## src/rtl/id_select_pipe.sv

```systemverilog
// Decode/select stage of the 3-stage MIPS32 pipeline: IR latch, one-hot register selects,
// EX-aligned ALU control and WB-aligned destination. Define HAZARD_STALL_EN for the RAW interlock.
module id_select_pipe #(
    parameter logic [31:0] NOP_WORD = 32'h00000000
) (
    input  logic        clk,
    input  logic        reset,
    input  logic [31:0] ibus,
    input  logic        stall_in,
    output logic [31:0] Aselect,
    output logic [31:0] Bselect,
    output logic [31:0] Dselect,
    output logic [31:0] Imm,
    output logic        ImmSel,
    output logic [2:0]  S,
    output logic        Cin,
    output logic        hazard
);

    logic [31:0] ir_q, ir_d;
    logic [2:0]  s_q, s_d;
    logic        cin_q, cin_d;
    logic        immSel_q, immSel_d;
    logic [31:0] imm_q, imm_d;
    logic [31:0] dselEx_q, dselEx_d;
    logic [31:0] dselWb_q, dselWb_d;

    logic [5:0]  op, funct, aluCode;
    logic [4:0]  rs, rt, rd;
    logic        isImm, known, stall;
    logic [2:0]  decS;
    logic        decCin, decImmSel;
    logic [31:0] decDest, decImm;

    assign op    = ir_q[31:26];
    assign rs    = ir_q[25:21];
    assign rt    = ir_q[20:16];
    assign rd    = ir_q[15:11];
    assign funct = ir_q[5:0];

    assign Aselect = 32'h1 << rs;
    assign decImm  = {{16{ir_q[15]}}, ir_q[15:0]};

    // I-type opcodes are folded onto the equivalent R-type funct so one table drives the ALU.
    always_comb begin
        Bselect   = 32'h1;
        aluCode   = funct;
        isImm     = 1'b0;
        known     = 1'b1;
        decS      = 3'b000;
        decCin    = 1'b0;
        decImmSel = 1'b0;
        decDest   = 32'h1;
        if (op == 6'b000000) begin
            Bselect = 32'h1 << rt;
        end else begin
            isImm = 1'b1;
            case (op)
                6'b000011, 6'b000010, 6'b000001: aluCode = op;
                6'b001111:                       aluCode = 6'b000111;
                6'b001100:                       aluCode = 6'b000100;
                default:                         aluCode = 6'b111111;
            endcase
        end
        case (aluCode)
            6'b000011: decS = 3'b010;
            6'b000010: begin
                decS   = 3'b011;
                decCin = 1'b1;
            end
            6'b000001: decS = 3'b000;
            6'b000111: decS = 3'b110;
            6'b000100: decS = 3'b100;
            default:   known = 1'b0;
        endcase
        if (known) begin
            decImmSel = isImm;
            decDest   = isImm ? (32'h1 << rt) : (32'h1 << rd);
        end
    end

`ifdef HAZARD_STALL_EN
    // Bselect is the R0 select for I-types, so it never contributes once bit 0 is masked off.
    logic [31:0] srcMask;
    assign srcMask = Aselect | Bselect;
    assign hazard  = |(srcMask & (dselEx_q | dselWb_q) & ~32'h1);
`else
    assign hazard = 1'b0;
`endif

    assign stall = stall_in | hazard;

    always_comb begin
        ir_d     = stall ? ir_q : ibus;
        dselWb_d = dselEx_q;
        if (stall) begin
            s_d      = 3'b000;
            cin_d    = 1'b0;
            immSel_d = 1'b0;
            imm_d    = 32'h0;
            dselEx_d = 32'h1;
        end else begin
            s_d      = decS;
            cin_d    = decCin;
            immSel_d = decImmSel;
            imm_d    = decImm;
            dselEx_d = decDest;
        end
    end

    always_ff @(posedge clk or posedge reset) begin
        if (reset) begin
            ir_q     <= NOP_WORD;
            s_q      <= 3'b000;
            cin_q    <= 1'b0;
            immSel_q <= 1'b0;
            imm_q    <= 32'h0;
            dselEx_q <= 32'h1;
            dselWb_q <= 32'h1;
        end else begin
            ir_q     <= ir_d;
            s_q      <= s_d;
            cin_q    <= cin_d;
            immSel_q <= immSel_d;
            imm_q    <= imm_d;
            dselEx_q <= dselEx_d;
            dselWb_q <= dselWb_d;
        end
    end

    assign S       = s_q;
    assign Cin     = cin_q;
    assign ImmSel  = immSel_q;
    assign Imm     = imm_q;
    assign Dselect = dselWb_q;

endmodule

```

## config.mk

```make
export PLATFORM = sky130hd
export DESIGN_NAME = id_select_pipe
export DESIGN_NICKNAME = d
export VERILOG_FILES = /design/src/rtl/id_select_pipe.sv
export SDC_FILE = /design/constraint.sdc
export NUM_CORES = 1
export LEC_CHECK = 0
export ABC_AREA = 0
export CELL_PAD_IN_SITES_DETAIL_PLACEMENT = 1
export CELL_PAD_IN_SITES_GLOBAL_PLACEMENT = 1
export CORE_AREA = 2 2 126 128
export CTS_CLUSTER_DIAMETER = 120
export CTS_CLUSTER_SIZE = 8
export DETAILED_ROUTE_END_ITERATION = 16
export DIE_AREA = 0 0 128 130
export PLACE_DENSITY = 0.82
export SETUP_SLACK_MARGIN = 0.1
export SYNTH_ARGS = -nofsm -noshare
export SYNTH_HDL_FRONTEND = slang
export SYNTH_SLANG_ARGS = --single-unit
```

## constraint.sdc

```tcl
create_clock -name clk -period 5.15 [get_ports clk]
set_input_delay 1.03 -clock clk [delete_from_list [all_inputs] [get_ports clk]]
set_output_delay 1.03 -clock clk [all_outputs]
set_load 0.05 [all_outputs]
```

==> results of run 1 <==
==> worst max-delay path by stage <==
stage	from	endpoint	slack (ns)	cells after the start
finish	ir_q[29]$_DFFE_PP0N_	Bselect[18]	0.63	6
floorplan	reset	Dselect[10]$_DFF_PP0_	1.05	1
global placement	ir_q[29]$_DFFE_PP0N_	Bselect[18]	1.20	6
CTS	ir_q[29]$_DFFE_PP0N_	Bselect[18]	0.62	6
global route	ir_q[29]$_DFFE_PP0N_	Bselect[17]	0.39	6
detailed placement	ir_q[29]$_DFFE_PP0N_	Bselect[18]	1.09	6
==> registers in the layout, summed over array words and instances, names as in the netlist <==
signal	flops
ir_q	32
Imm	16
dselEx_q	32
ImmSel	1
S	3
Dselect	32
==> cells in the mapped netlist (3+ instances only) <==
master / n / area [um2]
buf_4: 18 / 135
a211oi_2: 28 / 350
buf_6: 5 / 56.3
buf_1: 10 / 37.5
nor2_1: 68 / 255
and3_1: 4 / 25.0
or2_2: 13 / 81.3
or3b_2: 5 / 43.8
nand2_1: 9 / 33.8
dfrtp_1: 114 / 2850
nand3_1: 3 / 15.0
nand2b_1: 8 / 50.1
a21oi_1: 9 / 45.0
clkbuf_1: 23 / 86.3
nor2b_1: 18 / 113
nand3b_1: 6 / 45.0
a211oi_1: 4 / 30.0
mux2_2: 32 / 360
a31oi_1: 26 / 163
or3_1: 5 / 31.3
nor4_1: 33 / 206
nor3_1: 18 / 90.1
buf_2: 6 / 30.0
==> per-layer routing <==
metal / GRT usage, % / wire [um]
met4: 6.33 / 156
met3: 5.00 / 661
met2: 33.8 / 8340
met5: 0 / 0
met1: 25.1 / 6830
==> metrics by stage <==
| step | utilization, % | setup WS (ns) | total power [mW] | hold slack (ns) |
|---|---|---|---|---|
| final | 49.2 | 0.626 | 2.56 | 0.342 |
| after CTS | 49.2 | 0.624 | 2.59 | 0.344 |
| after global routing | 49.2 | 0.392 | 2.67 | 0.352 |
| after floorplan | - | 1.05 | 1.31 | 0.331 |
| after detailed placement | 45.5 | 1.09 | 1.44 | 0.336 |
| after global placement | 45.5 | 1.20 | 1.42 | 0.335 |
==> cell type report <==
type                            count  area [um2]
Tap cell                          192         240
Clock inverter                     13         121
Clock buffer                       19         453
Inverter                            4        17.5
Fill cell                        1654        7830
Timing Repair Buffer              174        1720
Multi-Input combinational cell    311        2140
Sequential cell                   116        2910
==> critical path, stage by stage (launching register included) <==
cell and delay [ns]:
dfrtp_1 0.43, or4_1 0.53, buf_4 0.25, nor2_1 0.49, nand2_1 0.32, nor2_1 0.21
clkdlybuf4s50_1 0.83
==> where the power goes <==
part / total (mW) / switching [mW] / internal [mW]
clock: 1.13 / 0.438 / 0.693
combinational: 0.421 / 0.280 / 0.141
sequential: 1.00 / 0.0545 / 0.950
==> logic make-up after synthesis <==
family	synth area share, %
other	0.0696
and+or+nand+nor	19.7
AOI/OAI and AO/OA	12.6
buffers and inverters	6.69
DFF	53.9
xor gates and xnor gates	0.325
muxes	6.69
==> results, run 1 <==
- The H-tree generated during clock tree synthesis spans 4 levels.
- In this run the tool buffered the top-level ports with 167 buffer cells.
- The synthesized design contains 0 enable-type register cells.
- Compared with the post-synthesis result, the final layout area differs by 41.0%.
- The antenna diode count is 0.
- The worst register-to-register path ends at S[2]$_DFF_PP0_.
- The total leakage power is 2.92 nW.
- For this design the top-level I/O count stands at 169.
- The time the final worst path needs with I/O delays and setup is 4.52 ns.
- The headroom to the max-slew limit is 29.8%.
- Once the clock tree was built, the resizer swapped 0 gates to a different size.
- The area enclosed by the die boundary is 16600 um2.
- The endpoint required time on the critical path is 4.12 ns.
- The total setup violations reported at the end of the flow is 0.
- The share of the clock period used by the worst path after layout is 87.8%.
- The synthesized instance count is 493.
- The per-cell via count in the routed design is 5.11.
- The endpoint of the worst hold path is Dselect[30]$_DFF_PP0_.
- The first global-routing pass estimated 25100 um of wire.
- Clock-pin slew was measured on the worst setup and hold paths at 0.06 ns.
- The maximum number of pins on one net before global-route repair is 69.
- The worst setup path is of the reg2out kind.
- Of all flip-flops after synthesis, the portion carrying an async set or reset was 100%.
- During synthesis, Yosys emitted a total of 0 warnings.
- The remaining antenna violation count is 0.
- The category of the worst setup path launch point is a register.
- The highest ir drop seen on vdd is 0.211 mV.
- After routing, the total negative slack on setup checks comes to 0 ns.
- The routed layout has 4240 vias.
- The number of global-route vias before repair is 4378.
- The post-DP HPWL is 11600 um.
- For this block, the routed nets add up to 16000 um of wire.
- After floorplanning, the core was sized to cover 15400 um2.
- The number of cells traversed by the worst hold path is 0.
- The setup fix buffers added after clock tree synthesis is 0.
- The die is 128 um wide.
- At the later pin of the worst-skew pair, clock insertion delay measures 0.41 ns.
- The number of remaining DRC errors is 0.
- The average routed wire per standard cell is 19.3 um.
- A synthesized cell averages 10.9 um2.
- Global routing used 19.9% of the available tracks across all layers.
- Timing would allow up to 221 MHz.
- The worst hold path begins at dselEx_q[30]$_DFF_PP0_.
- The layout cell share with drive strength beyond 1 is 19.8%.
- The top flip-flop cell by instance count after synthesis is dfrtp_1.
- Counting every sink on the clock net gives 116.
- From bottom edge to top edge, the die measures 130 um.
- The min-delay analysis places its worst path in the category reg2reg.
- The worst setup slack for register-to-register paths is 2.67 ns.
- Between clock sinks in the finished design, the worst skew comes to 0.0128 ns.
- The number of placed cells counting well taps is 797.
- The length in cells of the worst reg-to-reg path is 6.
- The endpoint class of the critical path is an output pin.
- The net count of the finished layout is 659.
- The actual slew at the worst max-slew pin is 1.05 ns.
- The post-layout instance count excluding filler cells is 829.
- Summed over all layers, the global routing overflow is 0.
- The max-capacitance violation count is 0.
- The total number of placement rows is 46.
- The DRC marker count from the first detailed-route iteration is 172.
- The number of iterations in the first detailed-routing pass is 4.
- The synthesized netlist occupies a cell area of 5390 um2.
- The longest clock path from root to sink contains 2 buffers.
- The final instance area is 7590 um2.
- The number of different library cells in the post-synthesis netlist is 44.
- The number of hold violations in the final report was 0.
- The total CTS buffers is 17.
- Routability-driven placement finished with a final weighted congestion of 0.873.
- Summing all placed instances gives a cell area of 7020 um2.
- The sequential share of the synthesized area is 53.9%.
- Clock tree synthesis selected as its root buffer the cell clkbuf_16.
- The initial antenna violation count is 0.
- The maximum fanout encountered on the critical timing path is 35.
- The arrival time of the worst setup path is 3.49 ns.
- Setup repair after global routing left no endpoint under its margin.
- The flow ran to the end, and the final reports show no timing, DRC or antenna violations.
- The library cells used most frequently in the layout, excluding fill and tap cells, are clkdlybuf4s50_1 (166), dfrtp_1 (114), nor2_1 (67).
- The number of hold buffers added after cts is 0.
- For this design the ratio of total power to cell area is 337 nW/um2.
- The synthesized netlist net count is 528.
- The final number of max-transition violations was 0.
- The initial utilization of the core area, before any placement, comes to 34.9%.
- The worst flop-to-flop path startpoint is ir_q[29]$_DFFE_PP0N_.
- The post-synthesis register bit count is 116.
- The clock tree from TritonCTS is yes.
- The most common library cell in the layout ignoring fill and taps is clkdlybuf4s50_1.
Power figures use the tool's default switching activity.
==> run 2: changes to the inputs <==
- ABC_AREA: 0 -> 1
- CORE_AREA: 2 2 126 128 -> 2 2 127 129
- DIE_AREA: 0 0 128 130 -> 0 0 129 131
- REMOVE_ABC_BUFFERS: not set -> 1
==> run 2 against run 1 <==
Sequential power is essentially flat. Sequential share of layout area increased by 0.75 points. Die area rose by 1.6%. Non-clock buffer count down 3. Sequential cell count unchanged.
==> results, run 2 <==
- The number of global-route vias before repair is 4869 (+11%).
- The filler cell count in the final layout is 1732 (+4.7%).
- The count of warnings emitted by yosys is 0 (unchanged).
- Setup repair after global routing left no endpoint under its margin.
- The library cell occupying the most area in the post-synthesis netlist is dfrtp_1.
- The worst setup path is captured at an output pin.
- By count the netlist is led by dfrtp_1 (114), nor2_1 (92), a21oi_1 (65).
- The average instance area after synthesis came to 9.27 um2 (-15%).
- The number of top-level design ports is 169 (unchanged).
- The area enclosed by the die boundary came to 16900 um2 (+1.6%).
- The tightest min-delay check is of the reg2reg type.
- Traced cell by cell, the critical path runs through clkinv_1 > nor3_1 > clkdlybuf4s50_1.
- The layout-stage area growth over the synthesis result is 43.7%.
- The time the final worst path needs with I/O delays and setup came to 3.88 ns (-0.640 ns).
- The antenna diode count came to 0 (unchanged).
- The run finished with clean final reports.
- The final number of max-transition violations is 0 (unchanged).
- The initial antenna violation count is 0 (unchanged).
- The proportion of synthesized flip-flops having asynchronous set or reset came to 100% (unchanged).
- The max-capacitance violation count is 0 (unchanged).
- The number of iterations in the first detailed-routing pass is 4 (unchanged).
- The vertical die dimension was 131 um (+0.77%).
- The synthesized instance count came to 559 (+13%).
- The number of vias after detailed routing is 4496 (+6.0%).
- The maximum fanout encountered on the critical timing path is 17 (-51%).
- The mapped cell area is 5180 um2 (-3.8%).
- STA classifies the critical path startpoint as a register.
- The number of placed cells counting well taps is 886 (+11%).
- The aggregate global routing overflow is 0 (unchanged).
- The number of different library cells in the post-synthesis netlist came to 27 (-39%).
- The number of buffer cells added on primary ports is 167 (unchanged).
- The placed instance area is 6820 um2 (-2.9%).
- The final RePlAce weighted congestion is 0.846 (-3.2%).
- The number of gates resized after cts is 0 (unchanged).
- The number of hold buffers added after cts came to 0 (unchanged).
- The dominant cell by count in the synthesized netlist is dfrtp_1.
- The headroom to the max-slew limit is 26.0% (-3.8 points).
- The effective utilization at floorplan was 33.2% (-1.7 points).
- The top flip-flop cell by instance count after synthesis is dfrtp_1.
- In the layout the commonest cells are clkdlybuf4s50_1 (166), dfrtp_1 (114), nor2_1 (92).
- TritonCTS built the clock tree.
- The portion of synthesized cell area occupied by the leading cell type is 55.0% (+2.1 points).
- The average routed wire per standard cell came to 16.9 um (-12%).
- The sequential share of the synthesized area is 56.1% (+2.1 points).
- The critical path's largest stage delay was 0.86 ns (+0.03 ns).
- The slowest cell on the critical path is clkdlybuf4s50_1.
- The share of the clock period used by the worst path after layout was 75.4% (-12 points).
- The setup fix buffers added after clock tree synthesis came to 0 (unchanged).
- The post-route clock skew came to 0.00687 ns (-0.00597 ns).
- The maximum clock insertion buffer count came to 2 (unchanged).
- The post-layout instance count excluding filler cells is 916 (+10%).
- The layout cell share with drive strength beyond 1 is 13.1% (-6.6 points).
- The DRC marker count from the first detailed-route iteration is 169 (-1.7%).
- The number of hold violations in the final report came to 0 (unchanged).
- The global-route wire length before repair is 25100 um (unchanged).
- The maximum level of the CTS H-tree is 4 (unchanged).
- The highest attainable clock frequency came to 258 MHz (+16%).
- The worst setup slack before clock tree synthesis came to 1.69 ns (+0.599 ns).
- The TritonCTS sink count is 116 (unchanged).
- The post-synthesis register bit count is 116 (unchanged).
- The remaining antenna violation count was 0 (unchanged).
- The arrival time of the worst setup path is 2.85 ns (-0.64 ns).
- The highest ir drop seen on vdd came to 0.219 mV (+3.8%).
- The final instance area is 7450 um2 (-1.9%).
- The per-cell via count in the routed design is 4.91 (-4.0%).
- The sum of buffers and inverters on the critical path is 2 (unchanged).
- The total number of placement rows is 46 (unchanged).
- The width of the die is 129 um (+0.78%).
- The net count of the finished layout is 724 (+9.9%).
- The cell family contributing the most delay on the critical path is buffers and inverters.
- Leaving out fill and tap cells, the most frequent cell in the layout is clkdlybuf4s50_1.
- The post-DP HPWL was 10900 um (-5.6%).
- The actual slew at the worst max-slew pin is 1.11 ns (+0.0594 ns).
- The core outline area is 15600 um2 (+1.1%).
- The total global routing track utilization is 19.3% (-0.58 points).
- The number of enable flip-flop cells after synthesis is 0 (unchanged).
- The critical path is of the reg2out type.
- The maximum number of pins on one net before global-route repair is 93 (+35%).
- The final worst slack is 1.27 ns (+0.640 ns).
- The endpoint required time on the critical path is 4.12 ns (about the same).
- The clock edge transition at the registers on the reported setup and hold paths is 0.05 ns (about the same).
- The power per standard cell area is 347 nW/um2 (+3.1%).
- The clock network latency to the later pin of the worst-skew pair is 0.41 ns (about the same).
- The total CTS buffers is 17 (unchanged).
- The total setup violations reported at the end of the flow is 0 (unchanged).
- The total leakage power is 3.09 nW (+5.9%).
- The cell at the root of the clock tree is clkbuf_16.
- By area the synthesized netlist is led by dfrtp_1 (55%), nor2_1 (6.7%), a21oi_1 (6.3%).
- The overall routed net length came to 15500 um (-3.1%).
- The number of remaining DRC errors is 0 (unchanged).
[run 2: worst paths after layout]
kind | startpoint | to | slack (ns) | cells after the start
max | ir_q[25]$_DFFE_PP0N_ | Aselect[22] | 1.27 | 3
max in group asynchronous | reset | ir_q[2]$_DFFE_PP0N_ | 2.99 | 3
min in group asynchronous | reset | Imm[9]$_DFF_PP0_ | 1.24 | 2
min | dselEx_q[3]$_DFF_PP0_ | Dselect[3]$_DFF_PP0_ | 0.34 | 0
min reg2reg | dselEx_q[3]$_DFF_PP0_ | Dselect[3]$_DFF_PP0_ | 0.34 | 0
max reg2reg | ir_q[30]$_DFFE_PP0N_ | dselEx_q[31]$_DFF_PP0_ | 2.38 | 8
[run 2: metal layers]
layer  vias up  wire [um]  global-route usage, %
met5         -          0                      0
met4         0        284                   5.88
met1      2221       6440                   23.3
met3        24        895                   5.33
met2       148       7880                   33.9
li1       2103          -                      -
[run 2: cells by family after synthesis]
family	synth area share, %
muxes	0.435
and+or+nand+nor	22.4
buffers and inverters	9.32
AOI/OAI and AO/OA	11.7
other	0.0724
DFF	56.1
[run 2: through the flow]
| step | setup TNS (ns) | total power [mW] | hold slack, ns | utilization (%) |
|---|---|---|---|---|
| global placement | 0 | 1.33 | 0.335 | 43.7 |
| finish | 0 | 2.59 | 0.342 | 47.7 |
| detailed placement | 0 | 1.35 | 0.336 | 43.7 |
| CTS | 0 | 2.61 | 0.345 | 47.7 |
| global route | 0 | 2.68 | 0.350 | 47.7 |
| floorplan | -20.90 | 1.21 | 0.331 | - |
[run 2: area by class of cell]
type,instances,area [um2],area share [%]
Timing Repair Buffer,171,1700,22.8
Inverter,39,149,2.00
Tap cell,216,270,3.63
Sequential cell,116,2910,39.0
Clock buffer,21,480,6.45
Multi-Input combinational cell,344,1790,24.1
Clock inverter,9,151,2.03
[run 2: power by group]
group | internal, mW | total [mW] | switching [mW] | leakage [nW]
Clock | 0.853 | 1.25 | 0.399 | 0.311
Combinational | 0.104 | 0.349 | 0.245 | 1.28
Sequential | 0.947 | 0.986 | 0.0394 | 1.50
==> RTL edit 1, RTL diff (settings of run 2) <==
`imm_q` no longer has a reset.
--- a/src/rtl/id_select_pipe.sv
+++ b/src/rtl/id_select_pipe.sv
@@ -114,7 +114,6 @@
             s_q      <= 3'b000;
             cin_q    <= 1'b0;
             immSel_q <= 1'b0;
-            imm_q    <= 32'h0;
             dselEx_q <= 32'h1;
             dselWb_q <= 32'h1;
         end else begin
@@ -122,10 +121,13 @@
             s_q      <= s_d;
             cin_q    <= cin_d;
             immSel_q <= immSel_d;
-            imm_q    <= imm_d;
             dselEx_q <= dselEx_d;
             dselWb_q <= dselWb_d;
         end
+    end
+
+    always_ff @(posedge clk) begin
+        imm_q <= imm_d;
     end
 
     assign S       = s_q;
Function: differs if reset is asserted again (counterexample within 4 cycles, from zero or initial values and one cycle with reset high); with reset held inactive, the same outputs for 10 cycles.
==> RTL edit 1 against run 2 <==
  * Area after synthesis fell by 1.3%
  * Clock power shrank 8%
  * Critical path depth increased by 1
  * Setup slack got worse by 300 ps
  * Die area unchanged
  * Synthesized cell count up 0.72%
  * Routed wire length grew 0.70%
  * Power fell by 4.2%
  * Cell area down 1.5%
  * Utilization decreased by 0.74 points
  * Sequential cell count did not move
  * Critical endpoint is now Bselect[22]
==> RTL edit 1: results (changes against run 2) <==
STA
  – Clock Skew: 7.927 ps (was 6.868 ps)
  – Fin. max-slew vios: 0 (unchanged)
  – Worst-margin pin slew: 1179 ps (was 1110 ps)

CTS
  – Cts repair resizes: 0 (unchanged)
  – CTS H-tree lvls: 4 (unchanged)
  – Clock latency at the later pin of the worst-skew pair: about 420 ps
  – CTS buffer count: 17 (unchanged)
  – Clk slew on worst S/H paths: 50 ps (about the same)
  – Clock Tree Buf Depth: 2 (unchanged)
  – CTS root buf: clkbuf_16 (unchanged)
  – Setup Fix Bufs, Post-CTS: 0 (unchanged)

Placed design
  – RD Place Congestion: 0.8303 (was 0.8455)
  – Post-DP Area: 6751 µm² (was 6815 µm²)
  – DP Wirelength: 11040 µm (was 10940 µm)
  – IO buf count: 167 (unchanged)
  – Setup WS pre-CTS: 1380 ps (was 1693 ps)

Power
  – Maximum VDD drop: 0.2294 mV (was 0.2187 mV)
  – Sw Ratio: 27.66% (was 26.40%)
  – Static Leak: 3.010 nW (was 3.093 nW)

Synth
  – Async SR Flop Fraction: 86.21% (was 100.0%)
  – Register area share after synthesis: 55.21% (was 56.06%)
  – Number of library cell types mapped by synthesis: 27 (unchanged)
  – Post-synth top cells: dfrtp_1 (98), nor2_1 (94), a21oi_1 (67), nor3_1 (62) (was dfrtp_1 (114), nor2_1 (92), a21oi_1 (65), nor3_1 (62), a21oi_2 (31))
  – Yosys top cell area share: 47.92% (was 55.05%)
  – Synth top area cells: dfrtp_1 (48%), nor2_1 (6.9%), a21oi_1 (6.6%), dfxtp_1 (6.3%), nor3_1 (6.1%) (was dfrtp_1 (55%), nor2_1 (6.7%), a21oi_1 (6.3%), nor3_1 (6.0%), a21oi_2 (5.2%))
  – Number of synthesis warnings: 0 (unchanged)

Drt
  – Number of iterations in the first detailed-routing pass: 6 (was 4)
  – Routed vias/inst: 4.858 (was 4.908)
  – Avg WL per Cell: 16.91 µm (was 16.92 µm)
  – Initial DRC count: 295 (was 169)

GRT
  – Initial antenna violation count: 0 (unchanged)
  – GRT Util Overall: 19.08% (was 19.33%)
  – Vias in the first global route: 4735 (was 4869)
  – First-pass GRT wire length: 24740 µm (was 25130 µm)
  – Largest net degree at the start of global routing: 83 (was 93)

Critical path
  – Crit path DAT: 3150 ps (was 2850 ps)
  – Slowest cell on crit path: dfrtp_1 (was clkdlybuf4s50_1)
  – Maximum fanout along the worst path: 33 (was 17)
  – CP max stage delay: 1120 ps (was 860 ps)

Cells and area
  – Number of diodes: 0 (unchanged)
  – Share of layout cells above drive strength 1: 12.87% (was 13.14%)
  – Post-layout nets: 729 (was 724)
  – Filler Cells Inserted: 1778 (was 1732)

Worst hold path
  – Hold Path Class: reg2reg (unchanged)

Run status
  – Status: complete, no violations (unchanged)
-- RTL edit 1: final timing paths --
path                       depth (start not counted)         start  slack (ps)           end
max                                                4      ir_q[20]         970   Bselect[22]
min                                                0  dselEx_q[10]         340   Dselect[10]
max reg2reg                                        8      ir_q[28]        2610  dselEx_q[13]
min reg2reg                                        0  dselEx_q[10]         340   Dselect[10]
max in group asynchronous                          3         reset        3020    Dselect[0]
min in group asynchronous                          2         reset        1100       ir_q[8]
-- RTL edit 1: cell families (layout without fill, tap and decap cells) --
logic type | after synthesis | after routing | share of synthesized area [%]
simple gates | 245 | 245 | 22.88
flops | 116 | 116 | 55.21
buf+inv | 101 | 245 | 9.706
compound gates | 100 | 100 | 12.13
other cells | 1 | 1 | 0.07328
-- RTL edit 1: metal layers --
layer	GRT usage, %	wire (µm)	up-vias
li1	-	-	2118
met1	22.65	6347	2210
met2	33.05	8159	135
met3	5.090	847	21
met4	7.673	257	0
met5	0	0	-
-- RTL edit 1: power by group through the flow --
| stage | Combinational, mW | Clock (mW) | Sequential, mW |
|---|---|---|---|
| floorplan | 0.134 | 0 | 1.07 |
| global placement | 0.324 | 0 | 1.00 |
| detailed placement | 0.335 | 0 | 1.01 |
| CTS | 0.338 | 1.18 | 0.991 |
| global route | 0.360 | 1.22 | 0.996 |
| finish | 0.335 | 1.15 | 0.991 |
-- RTL edit 1: worst max-delay path, delay by kind of cell (launching register included) --
family | cells | cell delay (ps)
flops | 1 | 1120
simple gates | 1 | 300
buf+inv | 3 | 1310
-- RTL edit 1: metrics by stage --
step	TNS (ps)	total power [mW]	cells	hold WS, ps
floorplan	-27550	1.200	503	331.2
global placement	0	1.326	891	336.2
detailed placement	0	1.342	891	335.8
CTS	0	2.504	923	347.6
global route	0	2.578	923	350.2
finish	0	2.478	923	343.9
-- RTL edit 1: cell type report --
cell class | count | area, µm² | share of cell area (%)
Clock inverter | 9 | 102.6 | 1.399
Clock buffer | 23 | 478.0 | 6.519
Multi-Input combinational cell | 346 | 1795 | 24.49
Inverter | 41 | 156.4 | 2.133
Timing Repair Buffer | 172 | 1704 | 23.24
Tap cell | 216 | 270.3 | 3.686
Sequential cell | 116 | 2825 | 38.53
==> RTL edit 2, RTL diff (config.mk and constraints of run 2) <==
Without the edit above. Add a define of `HAZARD_STALL_EN`.
--- a/src/rtl/id_select_pipe.sv
+++ b/src/rtl/id_select_pipe.sv
@@ -1,5 +1,7 @@
 // Decode/select stage of the 3-stage MIPS32 pipeline: IR latch, one-hot register selects,
 // EX-aligned ALU control and WB-aligned destination. Define HAZARD_STALL_EN for the RAW interlock.
+`define HAZARD_STALL_EN
+
 module id_select_pipe #(
     parameter logic [31:0] NOP_WORD = 32'h00000000
 ) (
Formal check against the unedited RTL: not equivalent (Yosys sat finds a counterexample within 4 cycles, from zero or initial values and one cycle with reset high).
==> RTL edit 2 against run 2 <==
  * Fmax is 17% lower
  * Setup slack worse by 770 ps
  * Power is 0.82% lower
  * Routed wire length is 36% higher
  * Combinational power is 20% higher
  * Utilization is 5.3 points higher
  * First-iteration DRC count is 120% higher
  * Non-clock buffer count is 7 higher
  * Cell area is 11% higher
  * Area after synthesis is 18% higher
  * Clock skew is 0.82 ps lower
  * Synthesized cell count is 36% higher
  * Sequential cell count stayed put
  * Clock power is 9% lower
  * Largest cell class unchanged
==> RTL edit 2: results (changes against run 2) <==
GRT
  – GRT met1 Usage: 31.66% (was 23.29%)
  – First-pass GRT wire length: 32880 µm (was 25130 µm)
  – Met3 Use GR: 4.397% (was 5.334%)
  – Largest net degree at the start of global routing: 56 (was 93)
  – GRT Util Overall: 25.76% (was 19.33%)
  – Vias in the first global route: 5966 (was 4869)

Cells and area
  – Fraction of area in multi-input gates: 30.12% (was 24.09%)
  – Share of layout cells above drive strength 1: 12.86% (was 13.14%)
  – Area of the multi-input gates: 2492 µm² (was 1794 µm²)
  – Filler Cells Inserted: 1863 (was 1732)
  – Signal buffers: 178 (was 171)
  – FFs & Latches: 116 (unchanged)
  – Multi-input comb cells: 501 (was 344)

Drt
  – Met2 wire len: 10930 µm (was 7881 µm)
  – Number of iterations in the first detailed-routing pass: 7 (was 4)
  – DR vias: 5767 (was 4496)
  – Routed vias/inst: 5.158 (was 4.908)

Synth
  – Post-synth top cells: nand2_1 (156), dfrtp_1 (114), nor2_1 (113), inv_1 (68), nand4_1 (67) (was dfrtp_1 (114), nor2_1 (92), a21oi_1 (65), nor3_1 (62), a21oi_2 (31))
  – Register area share after synthesis: 47.49% (was 56.06%)
  – Mapped Cells: 758 (was 559)
  – Mux contribution to synthesized area: 0% (was 0.4346%)

Critical path
  – Cells on worst reg2reg path: 14 (was 8)
  – R2R setup slack: 1320 ps (was 2380 ps)
  – Reg-to-Reg End: dselEx_q[23] (was dselEx_q[31])
  – Worst flop-to-flop path startpoint: ir_q[26] (was ir_q[30])

Worst hold path
  – Hold Startpoint: dselEx_q[0] (was dselEx_q[3])
  – Hold EP: Dselect[0] (was Dselect[3])

Run status
  – Status: complete, no violations (unchanged)

Placed design
  – DP Wirelength: 14760 µm (was 10940 µm)
  – DP Cell Count: 1086 (was 886)
  – Setup WS pre-CTS: 1012 ps (was 1693 ps)
  – Post-DP Area: 7711 µm² (was 6815 µm²)
  – IO buf count: 168 (was 167)

STA
  – Hold slack: 355.5 ps (was 342.3 ps)
  – Worst-margin pin slew: 831.1 ps (was 1110 ps)

Power
  – Static Leak: 4.126 nW (was 3.093 nW)
  – Int Power: 1.798 mW (was 1.903 mW)
## RTL edit 2: cell count changes in the layout (fill, tap and decap cells not counted), sizes merged, moves of 7 or more
cell    change
o21bai      +8
nor3       -62
a22oi      +14
nand4      +54
or2        +20
nor2       +58
clkbuf      +7
nor4        -8
o21ai      +10
nand3      +14
nand2     +124
inv        +39
a21oi      -75
## RTL edit 2: worst max path at each step
stage / startpoint / endpoint / slack, ps / cells past startpoint
global route: ir_q[26] / hazard / 410 / 13
global placement: ir_q[29] / hazard / 1120 / 13
CTS: ir_q[26] / hazard / 530 / 13
detailed placement: ir_q[26] / hazard / 1010 / 13
finish: ir_q[26] / hazard / 500 / 13
floorplan: Imm[30] / Imm[15] / -1230 / 0
## RTL edit 2: power groups by stage
stage	logic [mW]	registers, mW	clock network [mW]
after floorplan	0.186	1.08	0
after global placement	0.407	1.01	0
after detailed placement	0.416	1.02	0
after CTS	0.421	1.00	1.15
after global routing	0.449	1.01	1.19
final	0.419	1.00	1.14
